===== config.mk =====
export PLATFORM = sky130hd
export DESIGN_NAME = window_pulse_gen_multi
export DESIGN_NICKNAME = d
export VERILOG_FILES = /design/src/rtl/window_pulse_gen_multi.sv
export SDC_FILE = /design/constraint.sdc
export NUM_CORES = 1
export LEC_CHECK = 0
export ABC_AREA = 1
export BUFFER_PORTS_ARGS = -buffer_cell sky130_fd_sc_hd__buf_4
export CAP_MARGIN = 0
export CORE_ASPECT_RATIO = 0.7
export CORE_UTILIZATION = 28
export DETAILED_ROUTE_END_ITERATION = 16
export PLACE_DENSITY = 0.55
export SLEW_MARGIN = 15
export SYNTH_ARGS = -nofsm -noshare
export SYNTH_HDL_FRONTEND = slang
export SYNTH_SLANG_ARGS = --single-unit

===== constraint.sdc =====
create_clock -name clk -period 4 [get_ports clk]
set_input_delay 0.2 -clock clk [delete_from_list [all_inputs] [get_ports clk]]
set_output_delay 0.2 -clock clk [all_outputs]
set_load 0.05 [all_outputs]

===== src/rtl/window_pulse_gen_multi.sv =====
// Free-running period counter driving NUM_CH windowed clock/strobe outputs; window config is
// double-buffered and applied only at wrap. Define WINDOW_PULSE_GEN_CFG_ERR_EN to add cfg_err.
module window_pulse_gen_multi #(
  parameter int unsigned       WIDTH    = 32,
  parameter int unsigned       NUM_CH   = 4,
  parameter logic [NUM_CH-1:0] INV_MASK = '0,
  localparam int unsigned      CH_W     = (NUM_CH > 1) ? $clog2(NUM_CH) : 1
) (
  input  logic              clk,
  input  logic              reset,
  input  logic              enable,
  input  logic [WIDTH-1:0]  period,
  input  logic              cfg_valid,
  output logic              cfg_ready,
  input  logic [CH_W-1:0]   cfg_ch,
  input  logic [WIDTH-1:0]  cfg_lower,
  input  logic [WIDTH-1:0]  cfg_upper,
  input  logic              cfg_invert,
`ifdef WINDOW_PULSE_GEN_CFG_ERR_EN
  output logic              cfg_err,
`endif
  output logic [WIDTH-1:0]  counter_out,
  output logic              wrap,
  output logic [NUM_CH-1:0] out
);

  logic [WIDTH-1:0]  counter_q, counter_d;
  logic [WIDTH-1:0]  last_count;
  logic              at_last;
  logic              wr_accept;
  logic [NUM_CH-1:0] wr_sel;
  logic [NUM_CH-1:0] pend_q, pend_d;
  logic [NUM_CH-1:0] out_q, out_d;

  logic [WIDTH-1:0]  pend_lower_q [NUM_CH];
  logic [WIDTH-1:0]  pend_upper_q [NUM_CH];
  logic [WIDTH-1:0]  act_lower_q  [NUM_CH];
  logic [WIDTH-1:0]  act_upper_q  [NUM_CH];
  logic [NUM_CH-1:0] pend_inv_q, act_inv_q;

  // period 0 behaves as period 1, so the terminal count is 0 in both cases
  assign last_count = (period == '0) ? '0 : period - WIDTH'(1);
  // >= rather than == so a shrinking period wraps on the next enabled cycle
  assign at_last    = counter_q >= last_count;
  assign wrap       = enable & at_last;

  always_comb begin
    counter_d = counter_q;
    if (enable) begin
      counter_d = at_last ? '0 : counter_q + WIDTH'(1);
    end
  end

  // Out-of-range channels keep the default ready so their writes drain harmlessly
  always_comb begin
    cfg_ready = 1'b1;
    for (int i = 0; i < NUM_CH; i++) begin
      if (cfg_ch == CH_W'(i)) begin
        cfg_ready = ~pend_q[i];
      end
    end
  end

  assign wr_accept = cfg_valid & cfg_ready;

  always_comb begin
    wr_sel = '0;
    out_d  = '0;
    for (int i = 0; i < NUM_CH; i++) begin
      wr_sel[i] = wr_accept & (cfg_ch == CH_W'(i));
      out_d[i]  = ((counter_q > act_lower_q[i]) && (counter_q <= act_upper_q[i])) ^ act_inv_q[i];
    end
  end

  // A wrap clears pend, but a write landing in the same cycle re-arms it for the next wrap
  assign pend_d = wr_sel | (pend_q & ~{NUM_CH{wrap}});

  always_ff @(posedge clk) begin
    if (reset) begin
      counter_q  <= '0;
      pend_q     <= '0;
      out_q      <= INV_MASK;
      pend_inv_q <= INV_MASK;
      act_inv_q  <= INV_MASK;
      for (int i = 0; i < NUM_CH; i++) begin
        pend_lower_q[i] <= '0;
        pend_upper_q[i] <= '0;
        act_lower_q[i]  <= '0;
        act_upper_q[i]  <= '0;
      end
    end else begin
      counter_q <= counter_d;
      pend_q    <= pend_d;
      out_q     <= out_d;
      for (int i = 0; i < NUM_CH; i++) begin
        if (wrap && pend_q[i]) begin
          act_lower_q[i] <= pend_lower_q[i];
          act_upper_q[i] <= pend_upper_q[i];
          act_inv_q[i]   <= pend_inv_q[i];
        end
        if (wr_sel[i]) begin
          pend_lower_q[i] <= cfg_lower;
          pend_upper_q[i] <= cfg_upper;
          pend_inv_q[i]   <= cfg_invert;
        end
      end
    end
  end

  assign counter_out = counter_q;
  assign out         = out_q;

`ifdef WINDOW_PULSE_GEN_CFG_ERR_EN
  logic ch_valid;
  logic err_q;

  always_comb begin
    ch_valid = 1'b0;
    for (int i = 0; i < NUM_CH; i++) begin
      if (cfg_ch == CH_W'(i)) begin
        ch_valid = 1'b1;
      end
    end
  end

  // Sticky until reset; the offending write is still taken
  always_ff @(posedge clk) begin
    if (reset) begin
      err_q <= 1'b0;
    end else if (wr_accept &&
                 ((cfg_lower >= cfg_upper) || (cfg_upper >= period) || !ch_valid)) begin
      err_q <= 1'b1;
    end
  end

  assign cfg_err = err_q;
`endif

endmodule


# Word-level counts from Yosys, hierarchy flattened
# Memories as Yosys holds them, arrays and structs flattened.
# Index checks and enable logic that the tools add are counted.
dict set report op_classes {
  bitwise 33
  n_lt_le_gt_ge 9
  add_sub_neg 2
  n_reduce_logical 10
  muxes 48
  eq_ne 3
}
# cell n
set ops {}
lappend ops {{2-to-1 mux 32 bit} 18}
lappend ops {{greater-than comparator 32 bit} 4}
lappend ops {{<= comparator 32 bit} 4}
lappend ops {{adder 32 x 1 -> 32 bit, second input constant} 1}
lappend ops {{>= comparator 32 bit} 1}
lappend ops {{zero test 32 bit} 1}
lappend ops {{subtractor 32 x 1 -> 32 bit, second input constant} 1}
lappend ops {{2-to-1 mux 1 bit} 30}
lappend ops {{bitwise OR 1 bit} 16}
lappend ops {{logical AND 1 bit} 8}
lappend ops {{AND 1 bit} 6}
lappend ops {{AND 4 bit} 1}
lappend ops {{equality test 2 bit, second input constant} 2}
lappend ops {{inverter 1 bit} 4}
lappend ops {{inverter 4 bit} 1}
lappend ops {{bitwise OR 4 bit} 1}
lappend ops {{XOR 1 bit} 4}
lappend ops {{equality test 2 x 1 -> 1 bit, second input constant} 1}
lappend ops {{zero test 2 bit} 1}
dict set report word_totals {
  mem_count 4
  output_inout_bits 38
  ff_bits 48
  mem_bits_rw 512
  inputBits 103
}
# memory depth word_bits read_ports rd_ports_with_merged_regs write_ports line_no
set mem_list {}
lappend mem_list {act_lower_q 4 32 4 0 4 37} ;# logic [WIDTH-1:0] act_lower_q [NUM_CH];
lappend mem_list {act_upper_q 4 32 4 0 4 38} ;# logic [WIDTH-1:0] act_upper_q [NUM_CH];
lappend mem_list {pend_lower_q 4 32 4 0 4 35} ;# logic [WIDTH-1:0] pend_lower_q [NUM_CH];
lappend mem_list {pend_upper_q 4 32 4 0 4 36} ;# logic [WIDTH-1:0] pend_upper_q [NUM_CH];

# Depth between registers and ports, before layout
# Gate-level depths: netlist of run 1.
dict set report logic_depth {
  word_depth 11
  ltp_mapped 26
  depth_no_buf 25
}

# Least setup slack after synthesis of run 1
# No wires, ideal clock.
dict set report synth_timing {
  path_kind {input-to-reg}
  from {input port period[0]}
  to {memory act_lower_q[1][0], enable pin}
  t_arrival_ns 3.763
  setup_time_ns 0.424
  setup_slack_ns -0.186
  n_path_buf 0
  stages 18
  path_cell_list {inv_1 nand3_1 nor2_1 nand2_1 nor4_1 nand2_1 nor2_1 xor2_1 nand2_1 ha_1 nand2_1 nor2_1 nand4_1 a21oi_1 nor2_1 nand2_1 nand3_1 nand2_1}
}
# item line_no
set synth_rtl {}
lappend synth_rtl {{start: declaration} 12} ;# input logic [WIDTH-1:0] period,
lappend synth_rtl {{end: declaration} 37}

# Worst setup path in the final report of run 1
dict set report layout_timing {
  from {input port period[0]}
  to {output port wrap}
}
dict set report layout_between {
  elab_chain_cells 4
}
# item line_no
set layout_rtl {}
lappend layout_rtl {{subtractor 32 x 1 -> 32 bit or zero test 32 bit (tied branches)} 42} ;# assign last_count = (period == '0) ? '0 : period - WIDTH'(1);
lappend layout_rtl {{2-to-1 mux 32 bit (*)} 42}
lappend layout_rtl {{>= comparator 32 bit (*)} 44} ;# assign at_last = counter_q >= last_count;
lappend layout_rtl {{AND 1 bit (*)} 45} ;# assign wrap = enable & at_last;
lappend layout_rtl {{end: declaration} 23} ;# output logic wrap,
# Mark *: on every way between the ends. The rest lies on a longest branch, timed or not.

==> flow_metrics.env, run 1 <==
export IMPL_yosysWarnings=0
export IMPL_via_per_inst=4.29
export IMPL_r2r_start="counter_out[25]$_SDFFE_PP0P_"
export IMPL_setup_worst_path_start_class="input pin"
export IMPL_status="completed"
export IMPL_grt_max_degree=67
export IMPL_syn_avg_cell_area_um2=9.35
export IMPL_area_delta_synth_final_pct=19.7
export IMPL_worstRegToRegCells=12
export IMPL_cts_buffers=58
export IMPL_clockBufferDepth=3
export IMPL_die_width_um=390
export IMPL_syn_num_nets=3544
export IMPL_overflow=0
export IMPL_p_total_w=0.0129
export IMPL_coreArea_um2=104000
export IMPL_worstPathMaxFanout=5
export IMPL_r2r_slack_ns=1.22
export IMPL_boundaryPins=141
export IMPL_register_area_um2=16300
export IMPL_timing_final_crit_share_pct=89.6
export IMPL_fp_dieH_um=273
export IMPL_root_buffer="clkbuf_16"
export IMPL_die_area_um2=106000
export IMPL_timing_fmax_ghz=0.279
export IMPL_drv_slew=0
export IMPL_fin_setup_tns_ns=0
export IMPL_r2r_end="act_upper_q[0][19]$_SDFFCE_PN0P_"
export IMPL_endpoint_kind="output port"
export IMPL_vias=21000
export IMPL_yosys_area_share_simple_pct=17.7
export IMPL_synth_compound_area_share_pct=4.13
export IMPL_gp_congestion=0.881
export IMPL_rsz0062_at_grt="false"
export IMPL_synth_flop_cell="edfxtp_1"
export IMPL_port_buffers=140
export IMPL_path_clk_slew_ns=0.06
export IMPL_synthMuxAreaShare_pct=0
export IMPL_postRouteAntennaNets=0
export IMPL_synthesis_area_um2=29400
export IMPL_skew_ns=0.0332
export IMPL_cts_num_sinks=560
export IMPL_power_density_nw_per_um2=366
export IMPL_min_path_type="in2reg"
export IMPL_dr_pass1_iters=6
export IMPL_synth_top_family_by_area="simple AND/OR/NAND/NOR gates"
export IMPL_finalNetCount=3817
export IMPL_holdCritStartpoint="cfg_upper[24]"
export IMPL_finalCriticalPeriod_ns=3.59
export IMPL_slew_headroom_pct=28.1
export IMPL_critPathRequiredTime_ns=3.80
export IMPL_synth_edf_count=512
export IMPL_syn_inst=3150
export IMPL_drt_first_iter_violations=1514
export IMPL_ir_worst_vdd_v=0.000323
export IMPL_drv_cap=0
export IMPL_antenna_found_initial=5
export IMPL_ys_seq_elements=560
export IMPL_initial_core_util_pct=28.3
export IMPL_multi_input_area_um2=10200
export IMPL_htree_levels=2
export IMPL_rows=99
export IMPL_worst_slack_ns=0.415
export IMPL_ys_seq_area_share_pct=55.5
export IMPL_cp_arrival_ns=3.39
export IMPL_synthDistinctLibCells=33
export IMPL_fillers=10600
export IMPL_grt_first_pass_wirelength_mm=118
export IMPL_setup_violations_final=0
export IMPL_synthArstFlopShare_pct=0
export IMPL_hold_path_depth=3
export IMPL_synthAdderAreaFrac_pct=12.4
export IMPL_detail_route_wl_per_cell_um=15.9
export IMPL_crit_type="in2out"
export IMPL_final_hold_viol_count=0
export IMPL_drive_gt1_share_pct=9.59
export IMPL_drc=0
export IMPL_yosys_area_share_xor_xnor_pct=0.357
export IMPL_place_ws_ns=0.169
export IMPL_dp_hpwl_mm=55.9
export IMPL_leakage_nw=16.2
export IMPL_clk_latency_ns=0.64
export IMPL_cts_tree="yes"
export IMPL_wl_mm=77.5
export IMPL_grt_pass1_vias=19900
export IMPL_grtUsageTotal_pct=14.5
export IMPL_min_to="pend_upper_q[0][24]$_SDFFCE_PN0P_"
export IMPL_tightest_slew_ns=1.08
through the flow:
step | instances | util (%) | hold slack [ns] | instance area (um2)
global placement | 4721 | 31.5 | 0.468 | 32800
CTS | 4885 | 33.8 | 0.000955 | 35200
finish | 4887 | 33.8 | 0.0227 | 35300
floorplan | 3150 | - | 0.269 | 29500
global route | 4885 | 33.8 | 0.0214 | 35300
detailed placement | 4721 | 31.5 | 0.466 | 32800
critical path: stages:
cell	delay, ns
buf_4	0.12
inv_1	0.06
buf_4	0.12
ha_1	0.18
nand2_1	0.10
nor2_1	0.15
nand2_1	0.13
nor3_2	0.21
nand2_1	0.09
inv_1	0.12
nand2_1	0.10
nor3_1	0.14
nand2_1	0.07
o211ai_1	0.13
ha_1	0.28
nand2_1	0.07
o21ai_0	0.08
nand2_1	0.06
nand2_1	0.07
nor2_2	0.16
nand2_2	0.16
nand2_1	0.13
buf_6	0.19
inv_1	0.06
buf_4	0.18
cells by family after synthesis:
| family | count (synthesis) |
|---|---|
| compound gates | 224 |
| flops | 560 |
| simple gates | 1298 |
| fa+ha+maj | 291 |
| buf+inv | 765 |
| xor+xnor | 12 |
power by group:
part | switching (W) | internal (W) | total, W | leakage (nW)
clock network | 0.00235 | 0.00303 | 0.00538 | 0.903
registers | 0.0000613 | 0.00662 | 0.00668 | 5.72
logic | 0.000554 | 0.000278 | 0.000832 | 9.61
cell type report:
cell class	instances	share of cell area, %
antenna	2	0.0142
clock buffer	74	4.34
clock inverter	34	0.894
inverter	703	7.48
multi-input combinational	1825	29.0
sequential	560	46.3
tap	1414	5.02
timing repair buffer	275	6.87
cell usage in the layout (no fill, tap or decap), types with 36 or more instances in the layout:
| cell | n |
|---|---|
| ha_1 | 291 |
| clkbuf_16 | 58 |
| nor3_1 | 38 |
| o21ai_0 | 42 |
| nand3_1 | 87 |
| nand2_1 | 399 |
| dlygate4sd3_1 | 56 |
| a21oi_1 | 146 |
| nor2_1 | 695 |
| edfxtp_1 | 512 |
| dfxtp_1 | 48 |
| nand4_1 | 36 |
| buf_4 | 201 |
| inv_1 | 700 |
flip-flops by register name, summed over array words and instances, names as in the netlist, 32 cells and up:
signal and cells:
act_lower_q 128, act_upper_q 128, counter_out 32, pend_lower_q 128, pend_upper_q 128
synth_stat cells (12+ instances only):
library cell	count	area, um2
inv_1	700	2630
nor2_1	696	2610
edfxtp_1	512	15400
nand2_1	408	1530
ha_1	291	3640
a21oi_1	146	731
nand3_1	87	435
buf_2	48	240
dfxtp_1	48	961
o21ai_0	42	210
nor3_1	38	190
nand4_1	36	225
o21a_1	14	105
clkbuf_1	13	48.8
or2_2	12	75.1
what timing repair did:
item,CTS,global route
resized for setup,0,3
setup endpoints to repair,0,1
hold buffers,56,0
buffers inserted,0,0
hold endpoints to repair,195,0
how the worst max path moves through the flow:
stage	from	endpoint	cells after the start
finish	period[0]	wrap	25
global route	period[0]	wrap	25
CTS	period[2]	wrap	22
detailed placement	period[2]	act_upper_q[0][19]$_SDFFCE_PN0P_	23
global placement	period[15]	act_upper_q[0][24]$_SDFFCE_PN0P_	18
floorplan	period[0]	act_lower_q[1][0]$_SDFFCE_PN0P_	18
routing by layer:
metal | global-route usage (%) | routed length [um] | vias up
met5 | 0 | 59 | -
met3 | 2.19 | 4920 | 93
li1 | - | - | 10600
met4 | 2.96 | 1280 | 8
met1 | 21.9 | 39700 | 9793
met2 | 21.8 | 31600 | 485
No activity file was read; power rests on OpenSTA's default activity.
==> run 2, diff against run 1 <==
--- a/config.mk
+++ b/config.mk
@@ -11,6 +11,7 @@
 export CORE_ASPECT_RATIO = 0.7
 export CORE_UTILIZATION = 28
 export DETAILED_ROUTE_END_ITERATION = 16
+export GPL_TIMING_DRIVEN = 0
 export PLACE_DENSITY = 0.55
 export SLEW_MARGIN = 15
 export SYNTH_ARGS = -nofsm -noshare
==> run 2 against run 1 <==
Against the previous run:
- design area decreased by 0.87%
- highest routed layer unchanged
- count of clock-buffer cells in the layout up 7
- setup slack worse by 0.21 ns
- via count rose by 0.86%
- first-iteration DRC count is 14% higher
- non-clock buffer count fell by 6
- largest cell class unchanged
- flip-flop and latch count is the same
==> flow_metrics.env, run 2 (synthesis gave the netlist of run 1 again) <==
export IMPL_crit_family="simple AND/OR/NAND/NOR gates"
export IMPL_skew_ns=0.0227
export IMPL_slowest_delay_ns=1.01
export IMPL_drt_first_iter_violations=1727
export IMPL_final_hold_viol_count=0
export IMPL_gp_congestion=0.852
export IMPL_place_ws_ns=-1.01
export IMPL_cp_arrival_ns=3.60
export IMPL_finalCriticalPeriod_ns=3.80
export IMPL_detail_route_wl_per_cell_um=16.6
export IMPL_cts_tree="yes"
export IMPL_slew_headroom_pct=25.4
export IMPL_die_area_um2=106000
export IMPL_critPathRequiredTime_ns=3.80
export IMPL_min_path_type="in2reg"
export IMPL_wl_mm=81.1
export IMPL_postRouteAntennaNets=0
export IMPL_rows=99
export IMPL_drv_cap=0
export IMPL_worstPathMaxFanout=13
export IMPL_p_clk_share_pct=41.2
export IMPL_path_buf_inv=2
export IMPL_clk_latency_ns=0.63
export IMPL_initial_core_util_pct=28.3
export IMPL_setup_violations_final=0
export IMPL_grt_max_degree=45
export IMPL_power_density_nw_per_um2=366
export IMPL_drive_gt1_share_pct=9.05
export IMPL_cts_buffers=56
export IMPL_worst_slack_ns=0.203
export IMPL_drv_slew=0
export IMPL_final_common_cell="inv_1"
export IMPL_die_width_um=390
export IMPL_boundaryPins=141
export IMPL_status="completed"
export IMPL_area_delta_synth_final_pct=18.7
export IMPL_grt_pass1_vias=20200
export IMPL_finalCoreUtilization_pct=33.6
export IMPL_combinationalPowerShare_pct=6.5
export IMPL_path_clk_slew_ns=0.07
export IMPL_crit_chain="ha_1 > a21oi_1 > nor2_1 > nor3b_1 > nand2_1 > nor2_4 > nand2_2 > nand2_1 > inv_2 > buf_4"
export IMPL_slowest_stage="dfxtp_1"
export IMPL_htree_levels=2
export IMPL_endpoint_kind="output port"
export IMPL_via_per_inst=4.34
export IMPL_p_total_w=0.0128
export IMPL_timing_fmax_ghz=0.263
export IMPL_antenna_found_initial=3
export IMPL_dp_hpwl_mm=58.6
export IMPL_internal_power_w=0.00986
export IMPL_p_sw_w=0.00292
export IMPL_vias=21200
export IMPL_coreArea_um2=104000
export IMPL_whs_ns=0.0217
export IMPL_clockBufferDepth=3
export IMPL_root_buffer="clkbuf_16"
export IMPL_final_cell_mix="inv_1, nor2_1, edfxtp_1"
export IMPL_setup_worst_path_start_class="flop"
export IMPL_ir_worst_vdd_v=0.000311
export IMPL_cp_common_cell="nand2_1"
export IMPL_dr_pass1_iters=5
export IMPL_grt_first_pass_wirelength_mm=122
export IMPL_port_buffers=139
export IMPL_drc=0
export IMPL_timing_final_crit_share_pct=94.9
export IMPL_sw_frac_of_total_pct=22.9
export IMPL_tightest_slew_ns=1.12
export IMPL_leakage_nw=16.0
export IMPL_crit_type="reg2out"
export IMPL_overflow=0
export IMPL_fp_dieH_um=273
export IMPL_power_frac_seq_pct=52.3
export IMPL_cts_num_sinks=560
export IMPL_finalNetCount=3809
export IMPL_grtUsageTotal_pct=15.3
## run 2: changes by cell type in the layout (fill, tap and decap cells not counted), moves of 4 or more
cell      delta
clkinv_2     -4
buf_4       -60
buf_12      -14
buf_16       +5
clkbuf_1    +16
clkinv_1     -4
buf_2       +48
## run 2: cell type report
type                       instances  area, um2
antenna                            2       5.00
buffer                            62        295
clock buffer                      81       1570
clock inverter                    22        214
fill                           10600      69200
inverter                         703       2640
multi-input combinational       1825      10300
sequential                       560      16300
tap                             1414       1770
timing repair buffer             207       1840
## run 2: final timing paths
path,startpoint,to,slack [ns],cells past startpoint
worst min-delay path,cfg_lower[22],pend_lower_q[1][22]$_SDFFCE_PN0P_,0.02,3
worst max register to register,counter_out[29]$_SDFFE_PP0P_,act_upper_q[3][7]$_SDFFCE_PN0P_,0.22,12
worst min register to register,pend_inv_q[0]$_SDFFE_PP0P_,act_inv_q[0]$_SDFFE_PP0P_,0.48,2
worst max-delay path,counter_out[29]$_SDFFE_PP0P_,wrap,0.20,10
## run 2: power groups by stage
stage / Clock, W / Combinational [W] / Sequential [W]
4_1_cts: 0.00538 / 0.000842 / 0.00668
5_1_grt: 0.00559 / 0.000938 / 0.00670
3_5_place_dp: 0 / 0.000789 / 0.00681
6_report: 0.00527 / 0.000831 / 0.00668
3_3_place_gp: 0 / 0.000741 / 0.00683
2_1_floorplan: 0 / 0.000433 / 0.00680
## run 2: worst min-delay path, stage by stage
cell	delay, ns
buf_4	0.08
inv_1	0.12
nor2_1	0.13
## run 2: what timing repair did
action	CTS	global route
cloned	0	0
pin swaps	0	1
resized for setup	4	14
hold buffers	58	0
buffers inserted	0	2
endpoints found under the setup margin	391	392
hold endpoints to repair	210	0
## run 2: layer usage
layer  vias up  GRT usage [%]  wire (um)
met5         -              0         29
met4         6           3.75       1590
met3       102           3.01       6100
met2       579           22.8      33600
met1      9879           22.4      39800
li1      10600              -          -
## run 2: stage by stage
stage | area, um2 | instances | setup TNS (ns)
floorplan | 29500 | 3150 | 0
global placement | 32300 | 4703 | -807.33
detailed placement | 32500 | 4711 | -388.90
CTS | 34900 | 4872 | 0
global route | 34900 | 4874 | -0.000465
finish | 35000 | 4876 | 0
